--- config.mk ---
export PLATFORM = sky130hd
export DESIGN_NAME = mult_bus_master_flat
export DESIGN_NICKNAME = d
export VERILOG_FILES = /design/src/rtl/mult_bus_master_if.sv /design/src/rtl/mult_bus_master.sv /design/src/flat_wrapper.sv
export SDC_FILE = /design/constraint.sdc
export NUM_CORES = 1
export LEC_CHECK = 0
export CAP_MARGIN = 20
export CORE_MARGIN = 2
export CORE_UTILIZATION = 50
export CTS_BUF_LIST = sky130_fd_sc_hd__clkbuf_8
export DETAILED_ROUTE_END_ITERATION = 10
export PLACE_DENSITY = 0.88
export RECOVER_POWER = 50
export SYNTH_ARGS = -nofsm -noshare
export SYNTH_HDL_FRONTEND = slang
export SYNTH_SLANG_ARGS = --single-unit
--- constraint.sdc ---
create_clock -name clk -period 7.3 [get_ports clk]
set_input_delay 1.46 -clock clk [delete_from_list [all_inputs] [get_ports clk]]
set_output_delay 1.46 -clock clk [all_outputs]
set_load 0.01 [all_outputs]
--- src/rtl/mult_bus_master_if.sv ---
// Register-bus bundle between mult_bus_master and the multiplier peripheral.
// The master drives strobes, select and write data; the slave answers with read data and stalls.
interface mult_bus_master_if;
    logic        m_wstrb;
    logic        m_rstrb;
    logic [1:0]  m_sel;
    logic [31:0] m_wdata;
    logic [31:0] m_rdata;
    logic        m_wbusy;
    logic        m_rbusy;

    modport master (
        output m_wstrb, m_rstrb, m_sel, m_wdata,
        input  m_rdata, m_wbusy, m_rbusy
    );

    modport slave (
        input  m_wstrb, m_rstrb, m_sel, m_wdata,
        output m_rdata, m_wbusy, m_rbusy
    );
endinterface

--- src/rtl/mult_bus_master.sv ---
// Runs write A, write B, write START, wait, read RESULT on the multiplier bus per client request.
// Optional operand cache (skips repeated A/B writes) enabled by MULT_MASTER_OPCACHE_EN.
module mult_bus_master #(
    parameter int WAIT_CYCLES = 3,
    parameter int TIMEOUT     = 16
) (
    input  logic              clk,
    input  logic              rst,
    input  logic              req,
    input  logic [31:0]       op_a,
    input  logic [31:0]       op_b,
    output logic              busy,
    output logic              done,
    output logic              err,
    output logic [31:0]       result,
    mult_bus_master_if.master bus
);

    typedef enum logic [2:0] {
        S_IDLE,
        S_WR_A,
        S_WR_B,
        S_WR_GO,
        S_WAIT,
        S_RD,
        S_DONE
    } state_t;

    localparam logic [7:0] WAIT_LAST = (WAIT_CYCLES > 0) ? 8'(WAIT_CYCLES - 1) : 8'd0;
    localparam logic [7:0] TO_LAST   = 8'(TIMEOUT - 1);
    localparam state_t     AFTER_GO  = (WAIT_CYCLES > 0) ? S_WAIT : S_RD;

    state_t      state_q, state_d;
    logic [7:0]  cnt_q, cnt_d;
    logic [31:0] a_q, a_d, b_q, b_d;
    logic [31:0] result_q, result_d;
    logic        err_q, err_d;

    logic        wstrb, rstrb, stall, abort;
    logic [1:0]  sel;
    logic [31:0] wdata;
    logic        wr_a_done, wr_b_done;
    logic        skip_a, skip_b, skip_b_hold;

    // NOTE: every output of this block gets a default first, so no path can infer a latch.
    always_comb begin
        state_d   = state_q;
        cnt_d     = cnt_q;
        a_d       = a_q;
        b_d       = b_q;
        result_d  = result_q;
        err_d     = err_q;
        wstrb     = 1'b0;
        rstrb     = 1'b0;
        sel       = 2'b00;
        wdata     = '0;
        stall     = 1'b0;
        abort     = 1'b0;
        wr_a_done = 1'b0;
        wr_b_done = 1'b0;

        case (state_q)
            S_IDLE: begin
                if (req) begin
                    a_d   = op_a;
                    b_d   = op_b;
                    cnt_d = '0;
                    if (skip_a) state_d = skip_b ? S_WR_GO : S_WR_B;
                    else        state_d = S_WR_A;
                end
            end
            S_WR_A: begin
                wstrb = 1'b1;
                sel   = 2'b00;
                wdata = a_q;
                if (bus.m_wbusy) begin
                    stall = 1'b1;
                end else begin
                    wr_a_done = 1'b1;
                    state_d   = skip_b_hold ? S_WR_GO : S_WR_B;
                end
            end
            S_WR_B: begin
                wstrb = 1'b1;
                sel   = 2'b01;
                wdata = b_q;
                if (bus.m_wbusy) begin
                    stall = 1'b1;
                end else begin
                    wr_b_done = 1'b1;
                    state_d   = S_WR_GO;
                end
            end
            S_WR_GO: begin
                wstrb = 1'b1;
                sel   = 2'b10;
                wdata = 32'd1;
                if (bus.m_wbusy) stall = 1'b1;
                else             state_d = AFTER_GO;
            end
            S_WAIT: begin
                if (cnt_q == WAIT_LAST) begin
                    cnt_d   = '0;
                    state_d = S_RD;
                end else begin
                    cnt_d = cnt_q + 8'd1;
                end
            end
            S_RD: begin
                rstrb = 1'b1;
                sel   = 2'b11;
                if (bus.m_rbusy) begin
                    stall = 1'b1;
                end else begin
                    result_d = bus.m_rdata;
                    err_d    = 1'b0;
                    state_d  = S_DONE;
                end
            end
            S_DONE:  state_d = S_IDLE;
            default: state_d = S_IDLE;
        endcase

        // One counter serves both the WAIT delay and the stall watchdog; completions clear it.
        if (stall) begin
            if (cnt_q == TO_LAST) begin
                abort    = 1'b1;
                cnt_d    = '0;
                err_d    = 1'b1;
                result_d = '0;
                state_d  = S_DONE;
            end else begin
                cnt_d = cnt_q + 8'd1;
            end
        end else if (wstrb || rstrb) begin
            cnt_d = '0;
        end
    end

    // NOTE: all state updates are non-blocking so every flop samples pre-edge values.
    always_ff @(posedge clk or posedge rst) begin
        if (rst) begin
            state_q  <= S_IDLE;
            cnt_q    <= '0;
            a_q      <= '0;
            b_q      <= '0;
            result_q <= '0;
            err_q    <= 1'b0;
        end else begin
            state_q  <= state_d;
            cnt_q    <= cnt_d;
            a_q      <= a_d;
            b_q      <= b_d;
            result_q <= result_d;
            err_q    <= err_d;
        end
    end

`ifdef MULT_MASTER_OPCACHE_EN
    logic [31:0] last_a_q, last_a_d, last_b_q, last_b_d;
    logic        a_vld_q, a_vld_d, b_vld_q, b_vld_d;
    logic        skip_b_q, skip_b_d;

    assign skip_a      = a_vld_q && (op_a == last_a_q);
    assign skip_b      = b_vld_q && (op_b == last_b_q);
    assign skip_b_hold = skip_b_q;

    always_comb begin
        last_a_d = last_a_q;
        last_b_d = last_b_q;
        a_vld_d  = a_vld_q;
        b_vld_d  = b_vld_q;
        skip_b_d = skip_b_q;
        if (state_q == S_IDLE && req) skip_b_d = skip_b;
        if (wr_a_done) begin
            last_a_d = a_q;
            a_vld_d  = 1'b1;
        end
        if (wr_b_done) begin
            last_b_d = b_q;
            b_vld_d  = 1'b1;
        end
        // After an abort the peripheral's registers can no longer be trusted.
        if (abort) begin
            a_vld_d = 1'b0;
            b_vld_d = 1'b0;
        end
    end

    always_ff @(posedge clk or posedge rst) begin
        if (rst) begin
            last_a_q <= '0;
            last_b_q <= '0;
            a_vld_q  <= 1'b0;
            b_vld_q  <= 1'b0;
            skip_b_q <= 1'b0;
        end else begin
            last_a_q <= last_a_d;
            last_b_q <= last_b_d;
            a_vld_q  <= a_vld_d;
            b_vld_q  <= b_vld_d;
            skip_b_q <= skip_b_d;
        end
    end
`else
    logic unused_cache;
    assign skip_a       = 1'b0;
    assign skip_b       = 1'b0;
    assign skip_b_hold  = 1'b0;
    assign unused_cache = ^{wr_a_done, wr_b_done, abort};
`endif

    assign bus.m_wstrb = wstrb;
    assign bus.m_rstrb = rstrb;
    assign bus.m_sel   = sel;
    assign bus.m_wdata = wdata;

    assign busy   = state_q inside {S_WR_A, S_WR_B, S_WR_GO, S_WAIT, S_RD};
    assign done   = (state_q == S_DONE);
    assign err    = err_q;
    assign result = result_q;

endmodule
--- src/flat_wrapper.sv ---
// flat-port wrapper written by rule: the top's interface ports become plain ports
module mult_bus_master_flat 
#(
    parameter int WAIT_CYCLES = 3,
    parameter int TIMEOUT     = 16
)
  (clk, rst, req, op_a, op_b, busy, done, err, result, bus_m_wstrb, bus_m_rstrb, bus_m_sel, bus_m_wdata, bus_m_rdata, bus_m_wbusy, bus_m_rbusy);
  mult_bus_master_if bus_i ();
  input  logic clk;
  input  logic rst;
  input  logic req;
  input  logic [31:0] op_a;
  input  logic [31:0] op_b;
  output logic busy;
  output logic done;
  output logic err;
  output logic [31:0] result;
  output wire logic [$bits(bus_i.m_wstrb)-1:0] bus_m_wstrb;
  output wire logic [$bits(bus_i.m_rstrb)-1:0] bus_m_rstrb;
  output wire logic [$bits(bus_i.m_sel)-1:0] bus_m_sel;
  output wire logic [$bits(bus_i.m_wdata)-1:0] bus_m_wdata;
  input wire logic [$bits(bus_i.m_rdata)-1:0] bus_m_rdata;
  input wire logic [$bits(bus_i.m_wbusy)-1:0] bus_m_wbusy;
  input wire logic [$bits(bus_i.m_rbusy)-1:0] bus_m_rbusy;
  assign bus_m_wstrb = bus_i.m_wstrb;
  assign bus_m_rstrb = bus_i.m_rstrb;
  assign bus_m_sel = bus_i.m_sel;
  assign bus_m_wdata = bus_i.m_wdata;
  assign bus_i.m_rdata = bus_m_rdata;
  assign bus_i.m_wbusy = bus_m_wbusy;
  assign bus_i.m_rbusy = bus_m_rbusy;
  mult_bus_master #(.WAIT_CYCLES(WAIT_CYCLES), .TIMEOUT(TIMEOUT)) u_core (.clk(clk), .rst(rst), .req(req), .op_a(op_a), .op_b(op_b), .busy(busy), .done(done), .err(err), .result(result), .bus(bus_i));
endmodule
==> summary.md <==
| Metric | Value |
|---|---|
| Status | finished with violations |
| Violated checks | capacitance limit, slew limit |
| DR WL/cell | about 17 um |
| Vias in the first global route | 4030 |
| Worst Tran Pin Value | 1841 ps |
| Dpl cells | 686 |
| Most used flip-flop cell after synthesis | dfrtp_1 |
| I/O Pins | 172 |
| Worst-case clock buffer depth | 2 |
| DRC Markers | 0 |
| HPWL Detailed | about 8300 um |
| Top-area cell type share of the netlist area | a little under three fifths |
| Post-Synth XOR/XNOR Area | less than 1% |
| DR vias/cell | 5.387 |
| CTS Sinks | ~110 |
| Vias | approximately 3800 |
| Arr. time, crit path | between 4000 and 5000 ps |
| Die area | 10420 um2 |
| Class of the worst hold path | flip-flop to flip-flop |
| Mux contribution to synthesized area | between 10% and 20% |
| CTS tree | built |
| CTS H-tree depth | 3 |
| Final non-filler cell total | 702 |
| Area leader, netlist | dfrtp_1 |
| Setup Skew | 14.83 ps |
| Worst-path clk slew | 100 ps |
| Iter 0 DRT Violations | 151 |
| Worst slew margin | -22.74% |
| Drt pass-1 iters | 4 |
| Mean Syn Cell Area | around 12 um2 |
| Setup TNS | 0 ps |
| Post-cts resize count | 0 |
| CTS Buf Count | 9 |
| Final count of hold timing violations | 0 |
| Routed WL | 11670 um |
| Mapped Area | 4811 um2 |
| Total Nets Final | 672 |
| Leakage | 2.862 nW |
| Core ar. | 9284 um2 |
| Port bufs | 171 |
| Synth area leaders | dfrtp_1 56%, mux2_2 14%, a22o_1 5.8%, nand2_1 5.8%, a21oi_1 4.0% |
| Post-synth EDFFs | 0 |
| CP startpoint kind | primary input |
| Antenna-violating nets left | 0 |
| Root Buffer Master | clkbuf_8 |
| Post-Synth Simple-Gate Area | between 10% and 20% |
| Area Growth Syn to Fin | 39.95% |
| GPL Wtd Cong | 0.8998 |
| Worst ir drop on vdd | 232.3 uV |
| # setup viols final | 0 |
| Global route total overflow | 0 |
| Syn_nets | 513 |
| # Post-CTS Setup Buffers | 0 |
| Power per cell area | 402.8 nW/um2 |
| Die H | 102.1 um |
| Worst-Skew Late Latency | 360 ps |
| Critical path peak fanout | 76 |
| Worst path required time | ~7400 ps |
| RSZ-0062 raised after global routing | no |
| Post-Synthesis Cells | 410 |
| Total of max-cap violations | 1 |
| Initial antenna violation count | 0 |
| Seq/Total Area, Yosys | between 50 and 60% |
| Die Wd | 102.1 um |
| Final slew viol count | 77 |
| Synth Area in Adders | 0.5202% |
| Hold-fix buffer count after cts | 0 |
| Initial Util | 51.82% |
| R2R Setup Slk | 4970 ps |
| Largest family of logic cells by synthesized area | multiplexers |
| Cell variety after synth | 50 |
| Yosys reg bits | roughly 110 |
| Final period utilization | 58.25% |
| Nature of the critical path endpoint | async pin |
| Number of cell rows | 35 |
| Kind of critical path | primary input to async pin |
| Compound-cell area share of the yosys netlist | 13.68% |
| Max Fclk | around 240 MHz |
| Post-synth ARST share | 100.0% |
| GRT Overall Usage | about a quarter |
| Diode count | 0 |
| Fin crit period | 4252 ps |
| YS warnings | 0 |
| Share of cells above drive strength 1 | 16.06% |
| Largest net degree at the start of global routing | between 70 and 80 |
| First-pass GRT wire length | 19140 um |
[state kept, by name (all words and copies together), names as in the netlist]
| register | flops |
|---|---|
| u_core.result | 32 |
| u_core.err | 1 |
| u_core.cnt_q | 8 |
| u_core.state_q | 3 |
| u_core.b_q | 32 |
| u_core.a_q | 32 |
[Yosys cell counts (2+ instances only)]
cell      instances
a21oi_1          38
a22o_1           32
and3_1            3
buf_2             8
buf_4             3
buf_6             5
clkbuf_1         11
dfrtp_1         108
ha_1              2
inv_1             6
mux2_1            4
mux2_2           60
nand2_1          74
nand2b_1          4
nand3_1           2
nor2_1            7
nor3_1            2
o21ai_0           5
o21bai_1          3
or3_1             3
[routing by layer]
layer / track usage [%] / routed length [um] / vias up
met1: 30.11 / 4881 / 1861
met2: 39.27 / 5765 / 145
li1: - / - / 1762
met3: 5.472 / 854 / 14
met5: 0 / 0 / -
met4: 7.077 / 172 / 0
[worst max-delay path, cell delays in order]
cell           delay (ps)
dlygate4sd3_1         540
clkinvlp_2            820
clkbuf_2             1450
[metrics by stage]
stage	hold slack (ps)	utilization (%)	power (mW)	setup WS [ps]	cell area, um2
after global placement	464.7	70.69	2.382	3791	6563
after detailed placement	468.7	70.69	2.441	3722	6563
after floorplan	458.5	-	1.813	2994	4811
after CTS	494.5	72.56	2.777	3320	6736
after global routing	529.2	72.52	2.900	2447	6733
final	488.7	72.52	2.712	3048	6733
[cell type report]
type / count / area [um2]
well taps: 129 / 161.4
fillers: 670 / 2551
repair buffers: 176 / 1767
multi-input cells: 268 / 1904
clock inverters: 5 / 36.28
flip-flops and latches: 108 / 2703
inverters: 6 / 23.77
clock buffers: 10 / 137.6
[final timing paths]
path / from / endpoint / depth (start not counted)
setup reg to reg: u_core.state_q[2] / u_core.cnt_q[6] / 5
hold reg to reg: u_core.err / u_core.err / 2
min in group asynchronous: rst / u_core.result[25] / 2
setup / recovery: rst / u_core.b_q[17] / 3
hold / removal: u_core.err / u_core.err / 2
max in group clk: u_core.state_q[2] / bus_m_wdata[17] / 5
[logic make-up (layout without fill, tap and decap cells)]
family,count (synthesis),count (layout)
adder cells (fa/ha/maj),2,2
XOR/XNOR,1,1
multiplexers,65,65
AO/OA/AOI/OAI,92,92
AND/OR/NAND/NOR,108,108
flip-flops,108,108
buffers and inverters,34,197
[cells in the final DEF (no fill, tap or decap), drive strengths merged, types with 3 or more instances in the layout]
| cell | netlist | routed |
|---|---|---|
| a22o | 33 | 33 |
| nand3 | 3 | 3 |
| buf | 17 | 4 |
| o21bai | 3 | 3 |
| or3 | 3 | 3 |
| nand2 | 74 | 74 |
| clkinvlp | 0 | 3 |
| inv | 6 | 8 |
| and3 | 4 | 4 |
| clkdlybuf4s50 | 0 | 135 |
| clkbuf | 11 | 11 |
| nor2 | 8 | 8 |
| dlygate4sd3 | 0 | 36 |
| o21ai | 5 | 5 |
| nor3 | 3 | 3 |
| a21oi | 39 | 39 |
| nand2b | 4 | 4 |
| dfrtp | 108 | 108 |
| mux2 | 64 | 64 |
[power by group]
part | total [mW] | switching [mW] | internal (mW)
clock | 0.330 | 0.197 | 0.133
combinational | 1.32 | 0.559 | 0.760
sequential | 1.06 | 0.182 | 0.882
No activity file was read; power rests on OpenSTA's default activity.
